`config.mk`:
```
export PLATFORM = sky130hd
export DESIGN_NAME = shift_engine_flat
export DESIGN_NICKNAME = d
export VERILOG_FILES = /design/src/rtl/shift_engine_if.sv /design/src/rtl/shift_engine.sv /design/src/flat_wrapper.sv
export SDC_FILE = /design/constraint.sdc
export NUM_CORES = 1
export LEC_CHECK = 0
export BUFFER_PORTS_ARGS = -buffer_cell sky130_fd_sc_hd__buf_2
export CORE_MARGIN = 8
export CORE_UTILIZATION = 55
export CTS_CLUSTER_DIAMETER = 100
export DETAILED_ROUTE_END_ITERATION = 7
export PLACE_DENSITY = 0.83
export SLEW_MARGIN = 15
export SYNTH_ARGS = -nofsm -noshare
export SYNTH_HDL_FRONTEND = slang
export SYNTH_SLANG_ARGS = --single-unit
```
`constraint.sdc`:
```
create_clock -name clk -period 2 [get_ports clk]
set_input_delay 0.2 -clock clk [delete_from_list [all_inputs] [get_ports clk]]
set_output_delay 0.2 -clock clk [all_outputs]
set_load 0.005 [all_outputs]
```
`src/rtl/shift_engine_if.sv`:
```
// shift_engine_if: control, data and status bundle for shift_engine.
// master drives load/start/command fields; slave is the shift engine.
interface shift_engine_if #(
   parameter int W = 8
);
   localparam int CW = $clog2(W + 1);

   logic          clr;
   logic          ld;
   logic [W-1:0]  d;
   logic          start;
   logic [2:0]    op;
   logic [CW-1:0] amt;
   logic          ser_in;
   logic [W-1:0]  q;
   logic          ser_out;
   logic          busy;
   logic          done;

   modport master (
      output clr, ld, d, start, op, amt, ser_in,
      input  q, ser_out, busy, done
   );

   modport slave (
      input  clr, ld, d, start, op, amt, ser_in,
      output q, ser_out, busy, done
   );
endinterface

```
`src/rtl/shift_engine.sv`:
```
// shift_engine: W-bit parallel-load shift/rotate register with an IDLE/RUN
// sequencer, busy/done handshake and a registered serial output tap.
// Optional macro SHIFT_ENGINE_BARREL_EN: the whole shift is applied in a
// single RUN edge instead of one position per edge.
module shift_engine #(
   parameter int W = 8
) (
   input logic           clk,
   input logic           rst,
   shift_engine_if.slave bus
);
   localparam int CW = $clog2(W + 1);

   typedef enum logic {IDLE, RUN} state_t;

   state_t        state, state_nxt;
   logic [W-1:0]  q_r, q_nxt;
   logic          ser_r, ser_nxt;
   logic [CW-1:0] cnt, cnt_nxt;
   logic [2:0]    op_r, op_nxt;
   logic          done_r, done_nxt;
   logic [CW-1:0] amt_eff;
   logic [W:0]    acc;

   // One single-position step; result is {exited bit, new register value}.
   // Reserved codes keep both the register and the serial tap.
   function automatic logic [W:0] step(input logic [W-1:0] v, input logic [2:0] o,
                                       input logic fill, input logic so);
      logic [W:0] r;
      case (o)
         3'b000:  r = {v[W-1], v[W-2:0], fill};
         3'b001:  r = {v[0], fill, v[W-1:1]};
         3'b010:  r = {v[W-1], v[W-2:0], v[W-1]};
         3'b011:  r = {v[0], v[0], v[W-1:1]};
         3'b100:  r = {v[0], v[W-1], v[W-1:1]};
         3'b101:  r = {v[W-1], v[W-2:0], 1'b0};
         default: r = {so, v};
      endcase
      return r;
   endfunction

   assign amt_eff = (bus.amt > CW'(W)) ? CW'(W) : bus.amt;

   // Sequencer state register.
   always_ff @(posedge clk or posedge rst) begin
      if (rst) state <= IDLE;
      else     state <= state_nxt;
   end

   // Datapath, count, latched op and done pulse registers.
   always_ff @(posedge clk or posedge rst) begin
      if (rst) begin
         q_r    <= '0;
         ser_r  <= 1'b0;
         cnt    <= '0;
         op_r   <= '0;
         done_r <= 1'b0;
      end else begin
         q_r    <= q_nxt;
         ser_r  <= ser_nxt;
         cnt    <= cnt_nxt;
         op_r   <= op_nxt;
         done_r <= done_nxt;
      end
   end

   // Next-state and next-datapath decode: clr > ld > start > shift step.
   always_comb begin
      state_nxt = state;
      q_nxt     = q_r;
      ser_nxt   = ser_r;
      cnt_nxt   = cnt;
      op_nxt    = op_r;
      done_nxt  = 1'b0;
      acc       = {ser_r, q_r};
      if (bus.clr) begin
         state_nxt = IDLE;
         q_nxt     = '0;
         ser_nxt   = 1'b0;
         cnt_nxt   = '0;
      end else begin
         case (state)
            IDLE: begin
               if (bus.ld) begin
                  q_nxt = bus.d;
               end else if (bus.start) begin
                  op_nxt = bus.op;
                  if (amt_eff == '0) begin
                     done_nxt = 1'b1;
                  end else begin
                     state_nxt = RUN;
                     cnt_nxt   = amt_eff;
                  end
               end
            end
            RUN: begin
`ifdef SHIFT_ENGINE_BARREL_EN
               // Chain cnt single steps combinationally so q and ser_out
               // match the stepwise result exactly.
               for (int unsigned i = 0; i < W; i++) begin
                  if (i < 32'(cnt)) acc = step(acc[W-1:0], op_r, bus.ser_in, acc[W]);
               end
               {ser_nxt, q_nxt} = acc;
               cnt_nxt   = '0;
               state_nxt = IDLE;
               done_nxt  = 1'b1;
`else
               acc              = step(q_r, op_r, bus.ser_in, ser_r);
               {ser_nxt, q_nxt} = acc;
               cnt_nxt          = cnt - CW'(1);
               if (cnt == CW'(1)) begin
                  state_nxt = IDLE;
                  done_nxt  = 1'b1;
               end
`endif
            end
         endcase
      end
   end

   assign bus.q       = q_r;
   assign bus.ser_out = ser_r;
   assign bus.busy    = (state == RUN);
   assign bus.done    = done_r;
endmodule
```
`src/flat_wrapper.sv`:
```
// flat-port wrapper written by rule: the top's interface ports become plain ports
module shift_engine_flat 
#(
   parameter int W = 8
)
  (clk, rst, bus_clr, bus_ld, bus_d, bus_start, bus_op, bus_amt, bus_ser_in, bus_q, bus_ser_out, bus_busy, bus_done);
  shift_engine_if #(.W(W)) bus_i ();
  input logic clk;
  input logic rst;
  input wire logic [$bits(bus_i.clr)-1:0] bus_clr;
  input wire logic [$bits(bus_i.ld)-1:0] bus_ld;
  input wire logic [$bits(bus_i.d)-1:0] bus_d;
  input wire logic [$bits(bus_i.start)-1:0] bus_start;
  input wire logic [$bits(bus_i.op)-1:0] bus_op;
  input wire logic [$bits(bus_i.amt)-1:0] bus_amt;
  input wire logic [$bits(bus_i.ser_in)-1:0] bus_ser_in;
  output wire logic [$bits(bus_i.q)-1:0] bus_q;
  output wire logic [$bits(bus_i.ser_out)-1:0] bus_ser_out;
  output wire logic [$bits(bus_i.busy)-1:0] bus_busy;
  output wire logic [$bits(bus_i.done)-1:0] bus_done;
  assign bus_i.clr = bus_clr;
  assign bus_i.ld = bus_ld;
  assign bus_i.d = bus_d;
  assign bus_i.start = bus_start;
  assign bus_i.op = bus_op;
  assign bus_i.amt = bus_amt;
  assign bus_i.ser_in = bus_ser_in;
  assign bus_q = bus_i.q;
  assign bus_ser_out = bus_i.ser_out;
  assign bus_busy = bus_i.busy;
  assign bus_done = bus_i.done;
  shift_engine #(.W(W)) u_core (.clk(clk), .rst(rst), .bus(bus_i));
endmodule
```
### Yosys cells after proc, flatten, opt, wreduce, memory -nomap -nowiden

Index checks and enable logic that the tools add are counted.

| operators by class | value |
|---|---|
| reduce and logical (&&, ||, !) cells | 9 |
| add/sub/neg operators | 1 |
| shift operators | 0 |
| bitwise logic cells | 3 |
| multipliers | 0 |
| magnitude comparators | 1 |
| eq/ne operators | 13 |
| mux-type cells | 24 |
| div/mod/pow operators | 0 |

Operators with widths:

| cell | count |
|---|---|
| 9-bit case mux with 6 select lines | 1 |
| 4-bit 2-to-1 mux | 5 |
| 8-bit 2-to-1 mux | 2 |
| 8-bit case mux with 2 select lines | 1 |
| 3-bit inequality test, second input constant | 5 |
| 1-bit 2-to-1 mux | 12 |
| 8-bit inequality test, second input constant | 1 |
| 4-bit case mux with 2 select lines | 1 |
| 7-bit inequality test, second input constant | 1 |
| 7-bit nonzero test | 1 |
| 3-bit by 2-bit equality test with 1-bit output, second input constant | 2 |
| 3-bit equality test, second input constant | 2 |
| 3-bit AND reduction | 2 |
| 4-bit by 1-bit equality test with 1-bit output, second input constant | 1 |
| 4-bit > comparator, second input constant | 1 |
| 4-bit zero test | 1 |
| 1-bit case mux with 2 select lines | 2 |
| 2-bit AND reduction | 2 |
| 4-bit AND reduction | 1 |
| 4-bit by 1-bit subtractor with 4-bit output, second input constant | 1 |
| 3-bit by 1-bit equality test with 1-bit output, second input constant | 1 |
| 3-bit zero test | 1 |
| 1-bit NOT | 3 |
| 2-bit nonzero test | 1 |

| word-level totals | value |
|---|---|
| bits of input ports | 21 |
| logic and storage cells | 58 |
| latch bits | 0 |
| register bits after elaboration | 18 |
| memory bits (read-only) | 0 |
| output and inout bits | 11 |
| bits in writable memories | 0 |
| memories | 0 |

### Depth between registers and ports, before layout

| logic depth | value |
|---|---|
| word-level depth | 8 |
| mapped depth | 6 |
| depth with buffers taken out | 5 |

### Worst setup path before layout

No wires, ideal clock.

| timing path | value |
|---|---|
| kind | register to register |
| start | register u_core.state, in the netlist u_core.bus.busy |
| end | register u_core.op_r[0] |
| buffers on the path | 1 |
| arrival time | 1.205 ns |
| slack | 0.670 ns |
| clock period less this slack | 1.330 ns |
| stages on the path, launching flop included | 4 |
| setup time | 0.125 ns |
| data required time | 1.875 ns |
| path through | dfrtp_1 buf_6 nor3_1 mux2_2 |

| on the way | value |
|---|---|
| longest elaborated chain between the ends | 2 |

Ends and longest elaborated chain:

| item | RTL line | text |
|---|---|---|
| start: declaration | shift_engine.sv:16 | `state_t state, state_nxt;` |
| start signal: assignment | shift_engine.sv:47 | `else state <= state_nxt;` |
| 1-bit NOT (no source line) | n/a |  |
| 4-bit AND reduction (no source line) | n/a |  |
| end signal: assignment | shift_engine.sv:62 | `op_r <= op_nxt;` |
| end: declaration | shift_engine.sv:20 | `logic [2:0] op_r, op_nxt;` |

No other way between the ends.
A chain may end at the register's enable or synchronous reset.

### Worst setup path after layout

| timing path | value |
|---|---|
| start | register u_core.op_r[1] |
| end | register u_core.q_r[0], in the netlist u_core.bus.q[0] |

| on the way | value |
|---|---|
| longest elaborated chain between the ends | 4 |
| elaborated cells between the ends (all ways) | 11 |
| those cells by class | 6 x eq/ne; 3 x mux; 2 x reduce/logical |

Ends and longest elaborated chain:

| item | RTL line | text |
|---|---|---|
| 3-bit equality test, or another cell as far along | shift_engine.sv:30 | `case (o)` |
| 9-bit case mux with 6 select lines | shift_engine.sv:30 |  |
| 8-bit case mux with 2 select lines | shift_engine.sv:82 | `case (state)` |
| 8-bit 2-to-1 mux | shift_engine.sv:76 | `if (bus.clr) begin` |
| end signal: assignment | shift_engine.sv:59 | `q_r <= q_nxt;` |
| end: declaration | shift_engine.sv:17 | `logic [W-1:0] q_r, q_nxt;` |

Parallel ways exist; a longest one is shown, timed or not.

==> flow_summary.yaml <==
run_status:
  status: "finished, violations left"
  violations: "hold timing"
cts:
  clock_latency_ns: 0.28
  numCtsBuffers: 3
  path_clk_slew_ns: 0.10
  cts_tree: "built"
  clock-sinks: 18
  ctsResizeCount: 0
  post_cts_buffers: 0
  clk_path_buf_depth: 2
  h-tree-depth: 1
  cts_hold_buffers: 0
  cts-root-buf: "clkbuf_4"
global_routing:
  antenna_found_initial: 0
  grt_pass1_vias: 1090
  grt_overflow: 0
  grt_usage: 0.150
  grt_max_degree: 19
  grt_pass1_wl_um: 4980
pwr:
  powerDensity_nw_per_um2: 712
  ir_drop_mv: 0.503
  p_leak_nw: 0.628
route:
  firstDrtPassIters: 4
  drt-total-wl_um: 3000
  drt-initial-drc-count: 43
  via_per_inst: 5.98
  routedWlPerCell_um: 15.7
  drc: 0
  final_antenna_net_count: 0
  num_vias: 1142
yosys:
  syn_area_um2: 1200
  synth_top_area_frac: 0.375
  ys_ff_latch: 18
  ys.flop_type: "dfrtp_1"
  synth.distinct_cells: 44
  synth_sequential_area_ratio: 0.375
  netlist_instances: 135
  syn_nets: 158
  synth.avg_cell_area_um2: 8.90
  synth_top_area_cell: "dfrtp_1"
  async_flop_share: 1.00
  yosys-top-cells-area: "dfrtp_1 (38%), a21oi_1 (6.7%), nor2_1 (3.1%)"
  yosysMostFrequentCell: "dfrtp_1"
  synth_common_cells: "dfrtp_1 (18), a21oi_1 (16), nor2_1 (10), nand2_1 (9)"
  yosysWarnings: 0
  synth-edff-count: 0
sta:
  fin_setup_tns_ns: 0
  fin_worst_skew_ns: 0.00237
  tightest_slew_ns: 0.674
  timing.final.crit_share: 0.823
  drv_slew: 0
  max_slew_margin: 0.550
  fin_crit_ns: 1.65
  hold_viol_final: 6
  finalSetupViolCount: 0
  rsz0062_at_grt: "false"
  fin_hold_ws_ns: -0.00156
  fmax_mhz: 608
cells_and_area:
  layout.nets: 188
  area_delta_synth_final_pct: 14.9
  antenna_cells: 0
  drive_above_1_share: 0.270
floorplanning:
  fp-row-count: 17
  die_w_um: 62.7
  dieArea_um2: 3940
  io_pins: 32
  fp.coreArea_um2: 2130
  initial_core_util: 0.565
  chipHeight_um: 62.7
setup_path:
  worst-setup-path-type: "reg2reg"
  crit_slowest_cell: "dfrtp_1"
  max_stage_delay_ns: 0.60
  path_max_fanout: 15
  start_kind: "flip-flop"
  cp-end-kind: "flip-flop"
  arrival_ns: 1.83
  cp_data_required_time_ns: 2.18
  cp_cell_sequence: "nand3_1 > o21ai_1 > a21oi_1 > a221oi_1"
hold_path:
  hp-class: "in2async"
placement:
  gp_congestion: 0.963
  io_buffers: 31
  dp_hpwl_um: 2320
run:
  cap_violations: 0
-- cell families (layout without fill, tap and decap cells) --
kind of cell | Yosys count | in the layout | synth area share
mux | 5 | 5 | 0.0448
simple gates | 44 | 44 | 0.194
fa+ha+maj | 2 | 2 | 0.0208
flops | 18 | 18 | 0.375
compound gates | 50 | 50 | 0.292
buf+inv | 14 | 42 | 0.0594
xor+xnor | 2 | 2 | 0.0146
-- critical path, delay by kind of cell (launching register included) --
family	cells	cell delay, ns
flip-flops	1	0.60
AO/OA/AOI/OAI	3	0.78
AND/OR/NAND/NOR	1	0.17
-- sequential cells by signal (all words and copies together), names as in the netlist --
register            cells
u_core.bus.q            8
u_core.cnt              4
u_core.op_r             3
u_core.bus.busy         1
u_core.bus.done         1
u_core.bus.ser_out      1
-- cell type report --
cell class	instances	area, um^2
Tap cell	28	35.0
Inverter	6	22.5
Timing Repair Buffer	33	170
Multi-Input combinational cell	103	679
Sequential cell	18	450
Clock buffer	3	22.5
Fill cell	187	747
-- power breakdown --
group	total (mW)	internal, mW	leakage, nW	switching, mW
registers	0.487	0.403	0.234	0.0835
clock network	0.175	0.0698	0.0138	0.106
logic	0.321	0.157	0.380	0.164
total	0.983	0.630	0.628	0.353
-- cells in the final DEF, fill, tap and decap left out, drive strengths merged, types with 3 or more instances in the layout --
cell type and count:
a211oi 5, a21oi 17, buf 33, clkbuf 3
dfrtp 18, inv 6, mux2 3, nand2 9
nand2b 4, nor2 10, nor3 6, o211ai 5
o21ai 5, or3 3
-- layer usage --
layer,vias to the layer above,global-route usage,routed length [um],part of all wire
met3,0,0.0269,229,0.076
met1,521,0.211,1430,0.48
met2,59,0.230,1340,0.45
met5,-,0,0,0
li1,562,-,-,-
met4,0,0.0342,0,0
-- path summary, 6_finish.rpt --
check,cells past startpoint,endpoint,slack (ns),start
max,4,u_core.bus.q[0],0.35,u_core.op_r[1]
min,2,u_core.bus.done,-0.002,rst
max reg2reg,4,u_core.bus.q[0],0.35,u_core.op_r[1]
min reg2reg,2,u_core.cnt[3],0.57,u_core.cnt[3]
max in group asynchronous,2,u_core.op_r[1],1.58,rst
min in group clk,2,u_core.op_r[2],0.15,bus_op[2]
-- stage by stage --
| stage | utilization | std cells | power, mW | worst slack [ns] | area, um^2 |
|---|---|---|---|---|---|
| 2_1_floorplan | - | 135 | 0.718 | 0.670 | 1200 |
| 3_3_place_gp | 0.638 | 188 | 0.795 | 0.506 | 1360 |
| 3_5_place_dp | 0.638 | 188 | 0.808 | 0.415 | 1360 |
| 4_1_cts | 0.649 | 191 | 0.981 | 0.389 | 1380 |
| 5_1_grt | 0.649 | 191 | 1.05 | 0.222 | 1380 |
| 6_report | 0.649 | 191 | 0.983 | 0.354 | 1380 |
Note: power is estimated with default switching activity, not from simulation.
